File: config.mk
export PLATFORM = sky130hd
export DESIGN_NAME = cordic_sequencer
export DESIGN_NICKNAME = d
export VERILOG_FILES = /design/src/rtl/cordic_sequencer.sv
export SDC_FILE = /design/constraint.sdc
export NUM_CORES = 1
export LEC_CHECK = 0
export CORE_AREA = 2 2 160 162
export DETAILED_ROUTE_END_ITERATION = 10
export DIE_AREA = 0 0 162 164
export GPL_ROUTABILITY_DRIVEN = 0
export PLACE_DENSITY_LB_ADDON = 0.25
export RECOVER_POWER = 25
export SLEW_MARGIN = 10
export SYNTH_ARGS = -nofsm -noshare
export SYNTH_HDL_FRONTEND = slang
export SYNTH_SLANG_ARGS = --single-unit
File: constraint.sdc
create_clock -name clk -period 4.45 [get_ports clk]
set_clock_uncertainty 0.05 [all_clocks]
set_input_delay 0.89 -clock clk [delete_from_list [all_inputs] [get_ports clk]]
set_output_delay 0.89 -clock clk [all_outputs]
set_load 0.01 [all_outputs]
File: src/rtl/cordic_sequencer.sv
// cordic_sequencer: hardware sequencer for the iterative CORDIC core.
// Accepts one request over valid/ready, loads the core, steps it through
// p_NUM_ITER iterations while collecting overflow flags, then presents the
// final core state until the consumer accepts it.
//
// Optional build macro: CORDIC_SEQ_EARLY_STOP_EN
//   defined   - an overflow ends the iteration run early
//   undefined - every operation runs all p_NUM_ITER iterations
module cordic_sequencer #(
  parameter int unsigned p_WIDTH    = 32,
  parameter int unsigned p_NUM_ITER = 30,
  parameter int unsigned p_ITER_W   = 5
) (
  input  logic                clk,
  input  logic                rst_n,
  // request side
  input  logic                in_valid,
  output logic                in_ready,
  input  logic                in_system,
  input  logic                in_mode,
  input  logic [p_WIDTH-1:0]  in_x,
  input  logic [p_WIDTH-1:0]  in_y,
  input  logic [p_WIDTH-1:0]  in_z,
  // result side
  output logic                out_valid,
  input  logic                out_ready,
  output logic [p_WIDTH-1:0]  out_x,
  output logic [p_WIDTH-1:0]  out_y,
  output logic [p_WIDTH-1:0]  out_z,
  output logic [2:0]          out_ov,
  output logic [p_ITER_W-1:0] out_ov_iter,
  // core control
  output logic                core_load,
  output logic                core_en,
  output logic [p_ITER_W-1:0] core_iter,
  output logic                core_system,
  output logic                core_mode,
  output logic [p_WIDTH-1:0]  core_x_in,
  output logic [p_WIDTH-1:0]  core_y_in,
  output logic [p_WIDTH-1:0]  core_z_in,
  // core state
  input  logic [p_WIDTH-1:0]  core_x,
  input  logic [p_WIDTH-1:0]  core_y,
  input  logic [p_WIDTH-1:0]  core_z,
  input  logic [2:0]          core_ov
);

  typedef enum logic [1:0] {
    IDLE = 2'd0,
    LOAD = 2'd1,
    ITER = 2'd2,
    DONE = 2'd3
  } state_t;

  localparam logic [p_ITER_W-1:0] LAST_ITER = p_ITER_W'(p_NUM_ITER - 1);

  state_t state;
  state_t state_nxt;

  logic accept;
  logic last_iter;
  logic ov_any;
  logic stop_now;
  logic stop_pending;

  assign accept    = (state == IDLE) && in_valid && in_ready;
  assign last_iter = (core_iter == LAST_ITER);
  assign ov_any    = |core_ov;

`ifdef CORDIC_SEQ_EARLY_STOP_EN
  // An overflowing iteration is the last one performed. One idle ITER cycle
  // (core_en low, core state frozen) follows before DONE, which keeps the
  // result latency at ov_iter+4 and the result equal to the post-overflow state.
  assign stop_now = core_en && ov_any && !last_iter;

  // Remember that the run was cut short so the next edge moves to DONE.
  always_ff @(posedge clk or negedge rst_n) begin
    if (!rst_n) begin
      stop_pending <= 1'b0;
    end else begin
      stop_pending <= stop_now;
    end
  end
`else
  assign stop_now     = 1'b0;
  assign stop_pending = 1'b0;
`endif

  // Next-state decode.
  always_comb begin
    state_nxt = state;
    unique case (state)
      IDLE: if (in_valid && in_ready)                 state_nxt = LOAD;
      LOAD:                                           state_nxt = ITER;
      ITER: if (stop_pending || (core_en && last_iter)) state_nxt = DONE;
      DONE: if (out_ready)                            state_nxt = IDLE;
      default:                                        state_nxt = IDLE;
    endcase
  end

  // State register and registered state-decoded strobes, so no handshake
  // input reaches a handshake output combinationally and all reset to 0.
  always_ff @(posedge clk or negedge rst_n) begin
    if (!rst_n) begin
      state     <= IDLE;
      in_ready  <= 1'b0;
      core_load <= 1'b0;
      core_en   <= 1'b0;
      out_valid <= 1'b0;
    end else begin
      state     <= state_nxt;
      in_ready  <= (state_nxt == IDLE);
      core_load <= (state_nxt == LOAD);
      core_en   <= (state_nxt == ITER) && !stop_now;
      out_valid <= (state_nxt == DONE);
    end
  end

  // Capture the request; held unchanged until the next acceptance.
  always_ff @(posedge clk or negedge rst_n) begin
    if (!rst_n) begin
      core_system <= 1'b0;
      core_mode   <= 1'b0;
      core_x_in   <= '0;
      core_y_in   <= '0;
      core_z_in   <= '0;
    end else if (accept) begin
      core_system <= in_system;
      core_mode   <= in_mode;
      core_x_in   <= in_x;
      core_y_in   <= in_y;
      core_z_in   <= in_z;
    end
  end

  // Iteration index: zero through LOAD, advanced after each performed iteration.
  always_ff @(posedge clk or negedge rst_n) begin
    if (!rst_n) begin
      core_iter <= '0;
    end else if (accept) begin
      core_iter <= '0;
    end else if (core_en && !last_iter) begin
      core_iter <= core_iter + 1'b1;
    end
  end

  // Sticky overflow flags and index of the first overflowing iteration.
  always_ff @(posedge clk or negedge rst_n) begin
    if (!rst_n) begin
      out_ov      <= '0;
      out_ov_iter <= '1;
    end else if (accept) begin
      out_ov      <= '0;
      out_ov_iter <= '1;
    end else if (core_en) begin
      out_ov <= out_ov | core_ov;
      if ((out_ov == 3'b000) && ov_any) begin
        out_ov_iter <= core_iter;
      end
    end
  end

  // The core holds its state while core_load and core_en are low, which is
  // the case for the whole DONE state, so its registers are the result
  // registers; gating with out_valid keeps partial values off the outputs.
  assign out_x = out_valid ? core_x : '0;
  assign out_y = out_valid ? core_y : '0;
  assign out_z = out_valid ? core_z : '0;

endmodule
### Word level (Yosys, flattened, before mapping)

Index checks and enable logic that the tools add are counted.

* add/sub/neg operators: 1
* reductions and logical operators: 15
* equality and inequality tests: 7
* bitwise gates (word level): 1
* mux-type cells: 14

Operator list (number)
* two-way mux 32 bit: 3
* two-way mux 5 bit: 5
* equality test 2 bit (second input constant): 4
* case mux 2 bit (4 select lines): 1
* logical AND 1 bit: 6
* two-way mux 2 bit: 3
* two-way mux 3 bit: 2
* nonzero test 2 bit: 3
* adder 5 x 1 -> 5 bit (second input constant): 1
* equality test 5 bit (second input constant): 1
* equality test 2 x 1 -> 1 bit (second input constant): 2
* logical NOT 2 bit: 2
* logical NOT 3 bit: 1
* bitwise OR 3 bit: 1
* OR reduction 3 bit: 1
* AND reduction 2 bit: 1
* logical NOT 1 bit: 1

* output and inout port bits: 211
* word-level logic and storage cells: 51
* flip-flop bits (word level): 117
* bits of input ports: 201

### Logic depth before layout (Yosys ltp)

* word-level depth: 5
* depth in mapped cells: 7

### Worst setup path before layout

Ideal clock, no wire load.

* kind: register to output
* start point: register out_valid
* end point: output port out_y[22]
* stages on the path, launching flop included: 4
* path buffers: 2
* required time: 3.510 ns
* slack: 2.438 ns
* data arrival time: 1.072 ns
* path through: dfrtp_1 clkbuf_1 clkbuf_1 and2_1

* cells in the longest elaborated chain, start to end: 1

RTL lines
* start, declared: line 25 `output logic out_valid,`
* start signal, assigned: line 115 `out_valid <= (state_nxt == DONE);`
* two-way mux 32 bit: line 167 `assign out_y = out_valid ? core_y : '0;`
* end, declared: line 28 `output logic [p_WIDTH-1:0] out_y,`

Every way passes these cells.

### Final worst setup path

* start point: register out_valid
* end point: output port out_y[19]

Same word-level chain as after synthesis.

==> impl_metrics.json <==
{
  "period_minus_slack_ps": 3180,
  "die-area_um2": 26600,
  "p_leak_uw": 0.00457,
  "cts_resized": 0,
  "synth.distinct_cells": 33,
  "rrSetupSlack_ps": 2310,
  "slew_headroom_pct": -12.7,
  "fillers": 2538,
  "violations": "capacitance limit, slew limit",
  "viasPerCell": 4.02,
  "dr.pass1.iters": 4,
  "clk_pin_slew_ps": 60,
  "worst_hold_path.num_cells": 2,
  "post-route-period-util_pct": 71.5,
  "postSynthAreaPerCell_um2": 8.67,
  "start_util_pct": 20.9,
  "critPathKind": "reg2out",
  "grt_max_degree": 67,
  "syn_area_um2": 5180,
  "cts-hold-fix-buffers": 0,
  "seq_area_um2": 2940,
  "grt_usage_pct": 16.8,
  "clkLatencyLatePin_ps": 410,
  "fin_util_pct": 41.1,
  "cts_buffer_depth": 2,
  "antenna_found_initial": 0,
  "post-dp-hpwl_um": 17200,
  "drv_slew": 65,
  "core-area_um2": 24800,
  "root_buffer": "clkbuf_16",
  "chipHeight_um": 164,
  "min_to": "core_z_in[5]$_DFFE_PN0P_",
  "die_w_um": 162,
  "cp-start-kind": "flop",
  "hp-start": "core_z_in[5]$_DFFE_PN0P_",
  "worstMarginPinSlew_ps": 1690,
  "synth_seq_area_share_pct": 56.6,
  "peakVddDrop_uv": 269,
  "place_ws_ps": 1260,
  "io_pins": 412,
  "vias": 5396,
  "routedWlPerCell_um": 17.2,
  "syn_to_final_growth_pct": 96.8,
  "worst_r2r_path_depth": 5,
  "crit_chain": "buf_4 > and2_1 > clkdlybuf4s50_1",
  "status": "finished with violations",
  "h-tree-depth": 4,
  "drcViolationCount": 0,
  "r2r_start": "state[0]$_DFF_PN0_",
  "ys_seq_elements": 117,
  "synth-async-reset-ratio_pct": 100,
  "drive_gt1_share_pct": 4.84,
  "clkSinkCount": 117,
  "rows": 58,
  "slowest_stage": "dfrtp_2",
  "final_hold_viol_count": 0,
  "p_per_area_nw_per_um2": 536,
  "fmax_mhz": 314,
  "io_buffers": 411,
  "grt_pass1_vias": 5366,
  "cp-end-kind": "primary output",
  "yosysWarnings": 0,
  "wirelength_um": 23100,
  "synthFlopType": "dfrtp_1",
  "max_cap_violations": 1,
  "multiInputGateArea_um2": 2070,
  "min_path_type": "reg2reg",
  "setup_tns_ps": 0,
  "crit_fanout": 46,
  "crit_arrival_ps": 2240,
  "setup_viol": 0,
  "syn-instance-count": 598,
  "drtIter0Drc": 238,
  "nets": 1203,
  "required_ps": 3510,
  "cts_made_buffers": 17,
  "cts_setup_buffers": 0,
  "grt_setup_unrepaired": "false",
  "cts_tree": "built",
  "r2r-end": "core_z_in[1]$_DFFE_PN0P_",
  "setup_slack_ps": 1270,
  "grt_pass1_wl_um": 33500,
  "syn_nets": 801,
  "cp_slowest_stage_delay_ps": 720,
  "synth-edff-count": 0,
  "antenna_left": 0,
  "total_power_uw": 5470,
  "grt-ovfl-total": 0
}
## synthesized netlist by cell type, types with 2 or more instances
library cell	instances	area [um^2]
dfrtp_1	112	2800
o21ai_0	7	35.0
nand2_1	296	1110
dfstp_2	5	131
or3_1	2	12.5
a21oi_1	7	35.0
nand3_1	11	55.1
ha_1	2	25.0
buf_2	13	65.1
clkbuf_1	11	41.3
nand4_1	3	18.8
buf_4	9	67.6
nor2_1	4	15.0
and2_1	97	607
## worst max-delay path: cells and delay by family, from the launching register on
family | cells | cell delay [ps]
and+or+nand+nor | 1 | 150
buffers and inverters | 2 | 930
DFF | 1 | 720
## power breakdown
group / internal, uW / switching, uW
Clock: 884 / 541
Sequential: 1520 / 309
Combinational: 1270 / 948
## state kept, by name (all words and copies together), names as in the netlist
| register | count |
|---|---|
| core_iter | 5 |
| core_z_in | 32 |
| core_load | 1 |
| in_ready | 1 |
| out_valid | 1 |
| core_mode | 1 |
| core_x_in | 32 |
| out_ov_iter | 5 |
| core_system | 1 |
| out_ov | 3 |
| core_y_in | 32 |
| state | 2 |
| core_en | 1 |
## how the worst max path moves through the flow
stage	from	endpoint	slack, ps	cells past startpoint
2_1_floorplan	out_valid$_DFF_PN0_	out_y[22]	2440	3
3_5_place_dp	core_z[7]	out_z[7]	1260	3
6_report	out_valid$_DFF_PN0_	out_y[19]	1270	3
3_3_place_gp	core_z[7]	out_z[7]	1240	3
4_1_cts	out_valid$_DFF_PN0_	out_y[14]	1160	3
5_1_grt	out_valid$_DFF_PN0_	out_y[14]	1050	3
## per-layer routing
| layer | up-vias | global-route usage, % | wire length [um] |
|---|---|---|---|
| met3 | 18 | 6.04 | 1990 |
| met2 | 259 | 27.8 | 11000 |
| met5 | - | 0 | 0 |
| li1 | 2658 | - | - |
| met1 | 2461 | 20.4 | 9620 |
| met4 | 0 | 5.59 | 491 |
## metrics by stage
stage,cell area (um^2),std cells,hold WS [ps]
floorplan,5180,598,459
global placement,9610,1311,406
detailed placement,9610,1311,411
CTS,10200,1342,426
global route,10200,1342,442
finish,10200,1343,418
## cell usage in the layout, fill, tap and decap left out, types with 5 or more instances in the layout
cell type,count
a21oi_1,7
and2_1,97
o21ai_0,7
dfrtp_1,111
clkdlybuf4s50_1,409
buf_4,5
clkbuf_16,17
nand2_1,296
dfstp_2,5
nand3_1,11
## kinds of logic (layout without fill, tap and decap cells)
| group | count (synthesis) | in the layout | share of synthesized area (%) |
|---|---|---|---|
| simple gates | 422 | 422 | 36.7 |
| flops | 117 | 117 | 56.6 |
| buf+inv | 36 | 450 | 3.77 |
| compound gates | 20 | 20 | 2.22 |
| fa+ha+maj | 2 | 2 | 0.483 |
| mux | 1 | 1 | 0.217 |
| other cells | 0 | 1 | 0 |
## area by class of cell
type                    instances  area share (%)
clock buffers                  17            4.17
well taps                     330            4.05
diodes                          1          0.0245
clock inverters                14            1.74
repair buffers                417            40.8
flip-flops and latches        117            28.8
multi-input cells             445            20.3
inverters                       2          0.0981
(Power assumes the default switching activity.)
